<file path="config.mk">
export PLATFORM = sky130hd
export DESIGN_NAME = timebase_counter_flat
export DESIGN_NICKNAME = d
export VERILOG_FILES = /design/src/rtl/timebase_counter_if.sv /design/src/rtl/timebase_counter.sv /design/src/flat_wrapper.sv
export SDC_FILE = /design/constraint.sdc
export NUM_CORES = 1
export LEC_CHECK = 0
export ABC_AREA = 1
export BUFFER_PORTS_ARGS = -buffer_cell sky130_fd_sc_hd__buf_4
export CELL_PAD_IN_SITES_DETAIL_PLACEMENT = 1
export CELL_PAD_IN_SITES_GLOBAL_PLACEMENT = 2
export CORE_UTILIZATION = 29
export CTS_CLUSTER_DIAMETER = 60
export DETAILED_ROUTE_END_ITERATION = 7
export GPL_TIMING_DRIVEN = 0
export PLACE_DENSITY_LB_ADDON = 0.1
export SLEW_MARGIN = 0
export SYNTH_ARGS = -nofsm -noshare
export SYNTH_HDL_FRONTEND = slang
export SYNTH_SLANG_ARGS = --single-unit
</file>
<file path="constraint.sdc">
create_clock -name clkIN -period 3.5 [get_ports clkIN]
set_input_delay 0.35 -clock clkIN [delete_from_list [all_inputs] [get_ports clkIN]]
set_output_delay 0.35 -clock clkIN [all_outputs]
set_load 0.02 [all_outputs]
</file>
<file path="src/rtl/timebase_counter_if.sv">
// Bus bundle for timebase_counter: counter control/configuration inputs and the
// registered count/status outputs. master drives the controls, slave is the counter.
interface timebase_counter_if #(
   parameter int unsigned WIDTH = 8
);
   logic             enableIN;
   logic [WIDTH-1:0] topIN;
   logic             downIN;
   logic             loadIN;
   logic [WIDTH-1:0] loadValueIN;
   logic             oneShotIN;
   logic             startIN;
   logic [WIDTH-1:0] compareIN;
   logic [WIDTH-1:0] counterOUT;
   logic             overflowOUT;
   logic             busyOUT;
   logic             compareOUT;

   modport master (
      output enableIN, topIN, downIN, loadIN, loadValueIN, oneShotIN, startIN, compareIN,
      input  counterOUT, overflowOUT, busyOUT, compareOUT
   );

   modport slave (
      input  enableIN, topIN, downIN, loadIN, loadValueIN, oneShotIN, startIN, compareIN,
      output counterOUT, overflowOUT, busyOUT, compareOUT
   );
endinterface

</file>
<file path="src/rtl/timebase_counter.sv">
// Runtime-programmable up/down period counter with load, one-shot start/busy and
// terminal pulse. Define TIMEBASE_COUNTER_COMPARE_EN to enable the compare-match output.
module timebase_counter #(
   parameter int unsigned WIDTH = 8
) (
   input  logic               clkIN,
   input  logic               resetIN,
   timebase_counter_if.slave  bus
);
   localparam int unsigned W = WIDTH;

   if (W < 1 || W > 32) begin : gWidthCheck
      $error("timebase_counter: WIDTH must be in 1..32");
   end

   typedef enum logic {
      IDLE = 1'b0,
      RUN  = 1'b1
   } stateT;

   stateT          state;
   logic [W-1:0]   countQ;
   logic           overflowQ;
   logic           busyQ;
   logic           compareQ;

   logic [W-1:0]   stepValue;
   logic           stepWrap;
   logic           idleOneShot;
   logic           startNow;
   logic           countNow;
   logic [W-1:0]   nextCount;
   logic           nextOverflow;

   // One count step in the current direction; >= lets a lowered topIN wrap at once.
   always_comb begin
      stepWrap  = 1'b0;
      stepValue = countQ;
      if (bus.downIN) begin
         stepWrap  = (countQ == '0);
         stepValue = stepWrap ? bus.topIN : countQ - W'(1);
      end else begin
         stepWrap  = (countQ >= bus.topIN);
         stepValue = stepWrap ? '0 : countQ + W'(1);
      end
   end

   // Next count value with load > start > count priority; a parked one-shot never counts.
   always_comb begin
      idleOneShot  = bus.oneShotIN && (state == IDLE);
      startNow     = idleOneShot && bus.startIN;
      countNow     = bus.enableIN && !idleOneShot;
      nextCount    = countQ;
      nextOverflow = 1'b0;
      if (bus.loadIN) begin
         nextCount = bus.loadValueIN;
      end else if (startNow) begin
         nextCount = bus.downIN ? bus.topIN : '0;
      end else if (countNow) begin
         nextCount    = stepValue;
         nextOverflow = stepWrap;
      end
   end

   // Count registers and one-shot FSM; busy tracks RUN on the same edge as the state.
   always_ff @(posedge clkIN) begin
      if (resetIN) begin
         state     <= IDLE;
         countQ    <= '0;
         overflowQ <= 1'b0;
         busyQ     <= 1'b0;
      end else begin
         countQ    <= nextCount;
         overflowQ <= nextOverflow;
         if (!bus.oneShotIN) begin
            state <= IDLE;
            busyQ <= 1'b0;
         end else begin
            case (state)
               IDLE: begin
                  if (bus.startIN) begin
                     state <= RUN;
                     busyQ <= 1'b1;
                  end
               end
               RUN: begin
                  if (!bus.loadIN && countNow && stepWrap) begin
                     state <= IDLE;
                     busyQ <= 1'b0;
                  end
               end
               default: begin
                  state <= IDLE;
                  busyQ <= 1'b0;
               end
            endcase
         end
      end
   end

`ifdef TIMEBASE_COUNTER_COMPARE_EN
   // Match against the value counterOUT is about to show, so both align.
   always_ff @(posedge clkIN) begin
      if (resetIN) begin
         compareQ <= 1'b0;
      end else begin
         compareQ <= (nextCount == bus.compareIN);
      end
   end
`else
   logic unusedCompare;
   assign unusedCompare = ^bus.compareIN;
   assign compareQ      = 1'b0;
`endif

   assign bus.counterOUT  = countQ;
   assign bus.overflowOUT = overflowQ;
   assign bus.busyOUT     = busyQ;
   assign bus.compareOUT  = compareQ;

endmodule

</file>
<file path="src/flat_wrapper.sv">
// flat-port wrapper written by rule: the top's interface ports become plain ports
module timebase_counter_flat 
#(
   parameter int unsigned WIDTH = 8
)
  (clkIN, resetIN, bus_enableIN, bus_topIN, bus_downIN, bus_loadIN, bus_loadValueIN, bus_oneShotIN, bus_startIN, bus_compareIN, bus_counterOUT, bus_overflowOUT, bus_busyOUT, bus_compareOUT);
  timebase_counter_if #(.WIDTH(WIDTH)) bus_i ();
  input  logic clkIN;
  input  logic resetIN;
  input wire logic [$bits(bus_i.enableIN)-1:0] bus_enableIN;
  input wire logic [$bits(bus_i.topIN)-1:0] bus_topIN;
  input wire logic [$bits(bus_i.downIN)-1:0] bus_downIN;
  input wire logic [$bits(bus_i.loadIN)-1:0] bus_loadIN;
  input wire logic [$bits(bus_i.loadValueIN)-1:0] bus_loadValueIN;
  input wire logic [$bits(bus_i.oneShotIN)-1:0] bus_oneShotIN;
  input wire logic [$bits(bus_i.startIN)-1:0] bus_startIN;
  input wire logic [$bits(bus_i.compareIN)-1:0] bus_compareIN;
  output wire logic [$bits(bus_i.counterOUT)-1:0] bus_counterOUT;
  output wire logic [$bits(bus_i.overflowOUT)-1:0] bus_overflowOUT;
  output wire logic [$bits(bus_i.busyOUT)-1:0] bus_busyOUT;
  output wire logic [$bits(bus_i.compareOUT)-1:0] bus_compareOUT;
  assign bus_i.enableIN = bus_enableIN;
  assign bus_i.topIN = bus_topIN;
  assign bus_i.downIN = bus_downIN;
  assign bus_i.loadIN = bus_loadIN;
  assign bus_i.loadValueIN = bus_loadValueIN;
  assign bus_i.oneShotIN = bus_oneShotIN;
  assign bus_i.startIN = bus_startIN;
  assign bus_i.compareIN = bus_compareIN;
  assign bus_counterOUT = bus_i.counterOUT;
  assign bus_overflowOUT = bus_i.overflowOUT;
  assign bus_busyOUT = bus_i.busyOUT;
  assign bus_compareOUT = bus_i.compareOUT;
  timebase_counter #(.WIDTH(WIDTH)) u_core (.clkIN(clkIN), .resetIN(resetIN), .bus(bus_i));
endmodule
</file>
==> impl_metrics.json <==
{
  "vias_per_cell": 4.60,
  "fmax_mhz": 484,
  "grt_setup_unrepaired": "false",
  "grtUsageTotal_pct": 19.4,
  "crit_chain": "inv_1 > ha_1 > inv_1 > nand2_1 > nand2_1 > nand2_1 > nand2_1 > nand2_1 > nand2_1 > nand2_4 > nor2_4 > nand2_1 > nand2_1 > nand2_1 > a21oi_2",
  "synth_cells": 237,
  "cts_buffers": 3,
  "status": "completed",
  "yosysSeqAreaShare_pct": 15.1,
  "period_share_pct": 59.0,
  "post_dp_cell_area_mm2": 0.00177,
  "critPathSlowestCell": "dfxtp_1",
  "grt_max_degree": 11,
  "leakagePower_nw": 0.965,
  "drive_gt1_share_pct": 27.2,
  "synth_top_family_by_area": "simple AND/OR/NAND/NOR gates",
  "coreArea_mm2": 0.00479,
  "fillers": 681,
  "io_buffers": 31,
  "nNetsFinal": 315,
  "antenna_left": 0,
  "synthAdderAreaFrac_pct": 9.46,
  "clock-sinks": 11,
  "worstPathRequired_ns": 3.68,
  "cts_tree": "yes",
  "hold_buffers": 0,
  "cpMostUsedCell": "nand2_1",
  "hold_violations": 0,
  "cts-root-buf": "clkbuf_8",
  "cts_resized": 0,
  "place_congestion": 0.785,
  "start_kind": "register",
  "syn_area_per_cell_um2": 6.14,
  "initial_core_util_pct": 30.4,
  "worst_clock_skew_ns": 0.00389,
  "dp_hpwl_um": 3850,
  "synth_compound_area_share_pct": 16.9,
  "syn_to_final_growth_pct": 24.9,
  "dieHeight_um": 72.8,
  "slew_violations": 0,
  "clk_path_buf_depth": 2,
  "vias": 1560,
  "row_count": 25,
  "critical_path.max_fanout": 7,
  "finalSetupViolCount": 0,
  "synth_xor_area_share_pct": 4.21,
  "critical_path_buf_inv_count": 2,
  "final_cell_area_mm2": 0.00182,
  "final_cell_mix": "nand2_1 (63), buf_4 (33), inv_1 (29), nor2_1 (21), nand3_1 (18)",
  "antenna_found_initial": 0,
  "post-cts-setup-buffer-count": 0,
  "clk_latency_ns": 0.24,
  "muxShareOfSynthArea_pct": 0,
  "drcViolationCount": 0,
  "tns_ns": 0,
  "crit_arrival_ns": 2.24,
  "yosys_warnings": 0,
  "syn-cell-area_mm2": 0.00146,
  "path_delay_family": "simple AND/OR/NAND/NOR gates",
  "cpPeakStageDelay_ns": 0.41,
  "ys_types": 29,
  "yosys.area_share.simple_pct": 40.2,
  "vdd_drop_max_v": 0.000170,
  "path_clk_slew_ns": 0.05,
  "ys_seq_elements": 11,
  "powerDensity_mw_per_mm2": 319,
  "critical_path_class": "register to register",
  "dr.pass1.iters": 4,
  "grt_pass1_vias": 1608,
  "cp-end-kind": "register",
  "hold_ws_ns": 0.315,
  "wire_per_inst_um": 13.5,
  "drtIter0Drc": 49,
  "totalWireLength_um": 4570,
  "dieWidth_um": 72.8,
  "die-area_mm2": 0.00530,
  "cts.htree.levels": 1,
  "post-route-min-period_ns": 2.07,
  "grt.overflow.total": 0,
  "min_path_type": "input port to register",
  "grt_pass1_wl_um": 7820,
  "syn_nets": 279,
  "antennaDiodeCount": 0,
  "io_pins": 42,
  "final_common_cell": "nand2_1",
  "drv_cap": 0
}
==> cell usage after synthesis <==
| library cell | count | share of area [%] |
|---|---|---|
| nand2_1 | 63 | 16 |
| inv_1 | 29 | 7.5 |
| nor2_1 | 21 | 5.4 |
| nand3_1 | 18 | 6.2 |
| a21oi_1 | 15 | 5.2 |
| o21ai_0 | 13 | 4.5 |
| dfxtp_1 | 11 | 15 |
| ha_1 | 11 | 9.5 |
| xor2_1 | 7 | 4.2 |
| inv_2 | 5 | 1.3 |
| nor2_4 | 5 | 3.9 |
| or2_2 | 5 | 2.1 |
| a21oi_2 | 4 | 2.4 |
| buf_6 | 4 | 3.1 |
| o21ai_1 | 4 | 1.4 |
| nand2_2 | 3 | 1.3 |
| nand2_4 | 3 | 2.3 |
| buf_4 | 2 | 1.0 |
| nand3_2 | 2 | 1.4 |
| nor2_2 | 2 | 0.86 |
| o211ai_1 | 2 | 1.0 |
| a211oi_2 | 1 | 0.86 |
| a21oi_4 | 1 | 1.1 |
| a31oi_1 | 1 | 0.43 |
| buf_2 | 1 | 0.34 |
| clkbuf_1 | 1 | 0.26 |
| conb_1 | 1 | 0.26 |
| inv_4 | 1 | 0.43 |
| nand4_1 | 1 | 0.43 |
==> layout make-up <==
class	count	area, um^2	share of cell area [%]
timing repair buffer	31	233	12.8
clock buffer	3	41.3	2.27
tap	67	83.8	4.61
sequential	11	220	12.1
multi-input combinational	183	1030	56.8
clock inverter	1	5.00	0.275
buffer	8	68.8	3.79
inverter	35	134	7.36
==> sequential cells by signal (all words and copies together) (netlist names) <==
| name | flops |
|---|---|
| u_core.bus.overflowOUT | 1 |
| u_core.state | 1 |
| u_core.bus.busyOUT | 1 |
| u_core.bus.counterOUT | 8 |
==> stage by stage <==
step / power [mW] / cells / util (%) / setup slack, ns
detailed placement: 0.455 / 335 / 37.0 / 1.40
global route: 0.632 / 339 / 38.0 / 1.14
floorplan: 0.359 / 237 / - / 1.67
CTS: 0.587 / 339 / 38.0 / 1.40
finish: 0.580 / 339 / 38.0 / 1.43
global placement: 0.451 / 335 / 37.0 / 1.44
==> kinds of logic (layout without fill, tap and decap cells) <==
logic type / Yosys count / count (layout)
buf+inv: 43 / 78
compound gates: 41 / 41
xor+xnor: 7 / 7
fa+ha+maj: 11 / 11
flops: 11 / 11
simple gates: 123 / 123
other cells: 1 / 1
==> report_power, final <==
| group | switching [mW] | internal [mW] | total [mW] | leakage (nW) |
|---|---|---|---|---|
| clock | 0.0510 | 0.0784 | 0.129 | 0.0255 |
| combinational | 0.182 | 0.116 | 0.298 | 0.848 |
| sequential | 0.0159 | 0.137 | 0.152 | 0.0911 |
==> per-layer routing <==
| layer | vias to the layer above | global-route usage (%) | part of all wire, % |
|---|---|---|---|
| met4 | 0 | 5.23 | 1.2 |
| met2 | 28 | 32.3 | 44 |
| met5 | - | 0 | 0 |
| li1 | 822 | - | - |
| met1 | 703 | 26.7 | 52 |
| met3 | 7 | 2.07 | 2.5 |
==> worst paths after layout <==
check | from | to | slack (ns) | cells after the start
hold / removal | resetIN | u_core.bus.counterOUT[0] | 0.31 | 2
setup / recovery | u_core.bus.counterOUT[0] | u_core.bus.counterOUT[5] | 1.43 | 15
setup reg to reg | u_core.bus.counterOUT[0] | u_core.bus.counterOUT[5] | 1.43 | 15
hold reg to reg | u_core.bus.busyOUT | u_core.bus.busyOUT | 0.49 | 2
(Power assumes the default switching activity.)
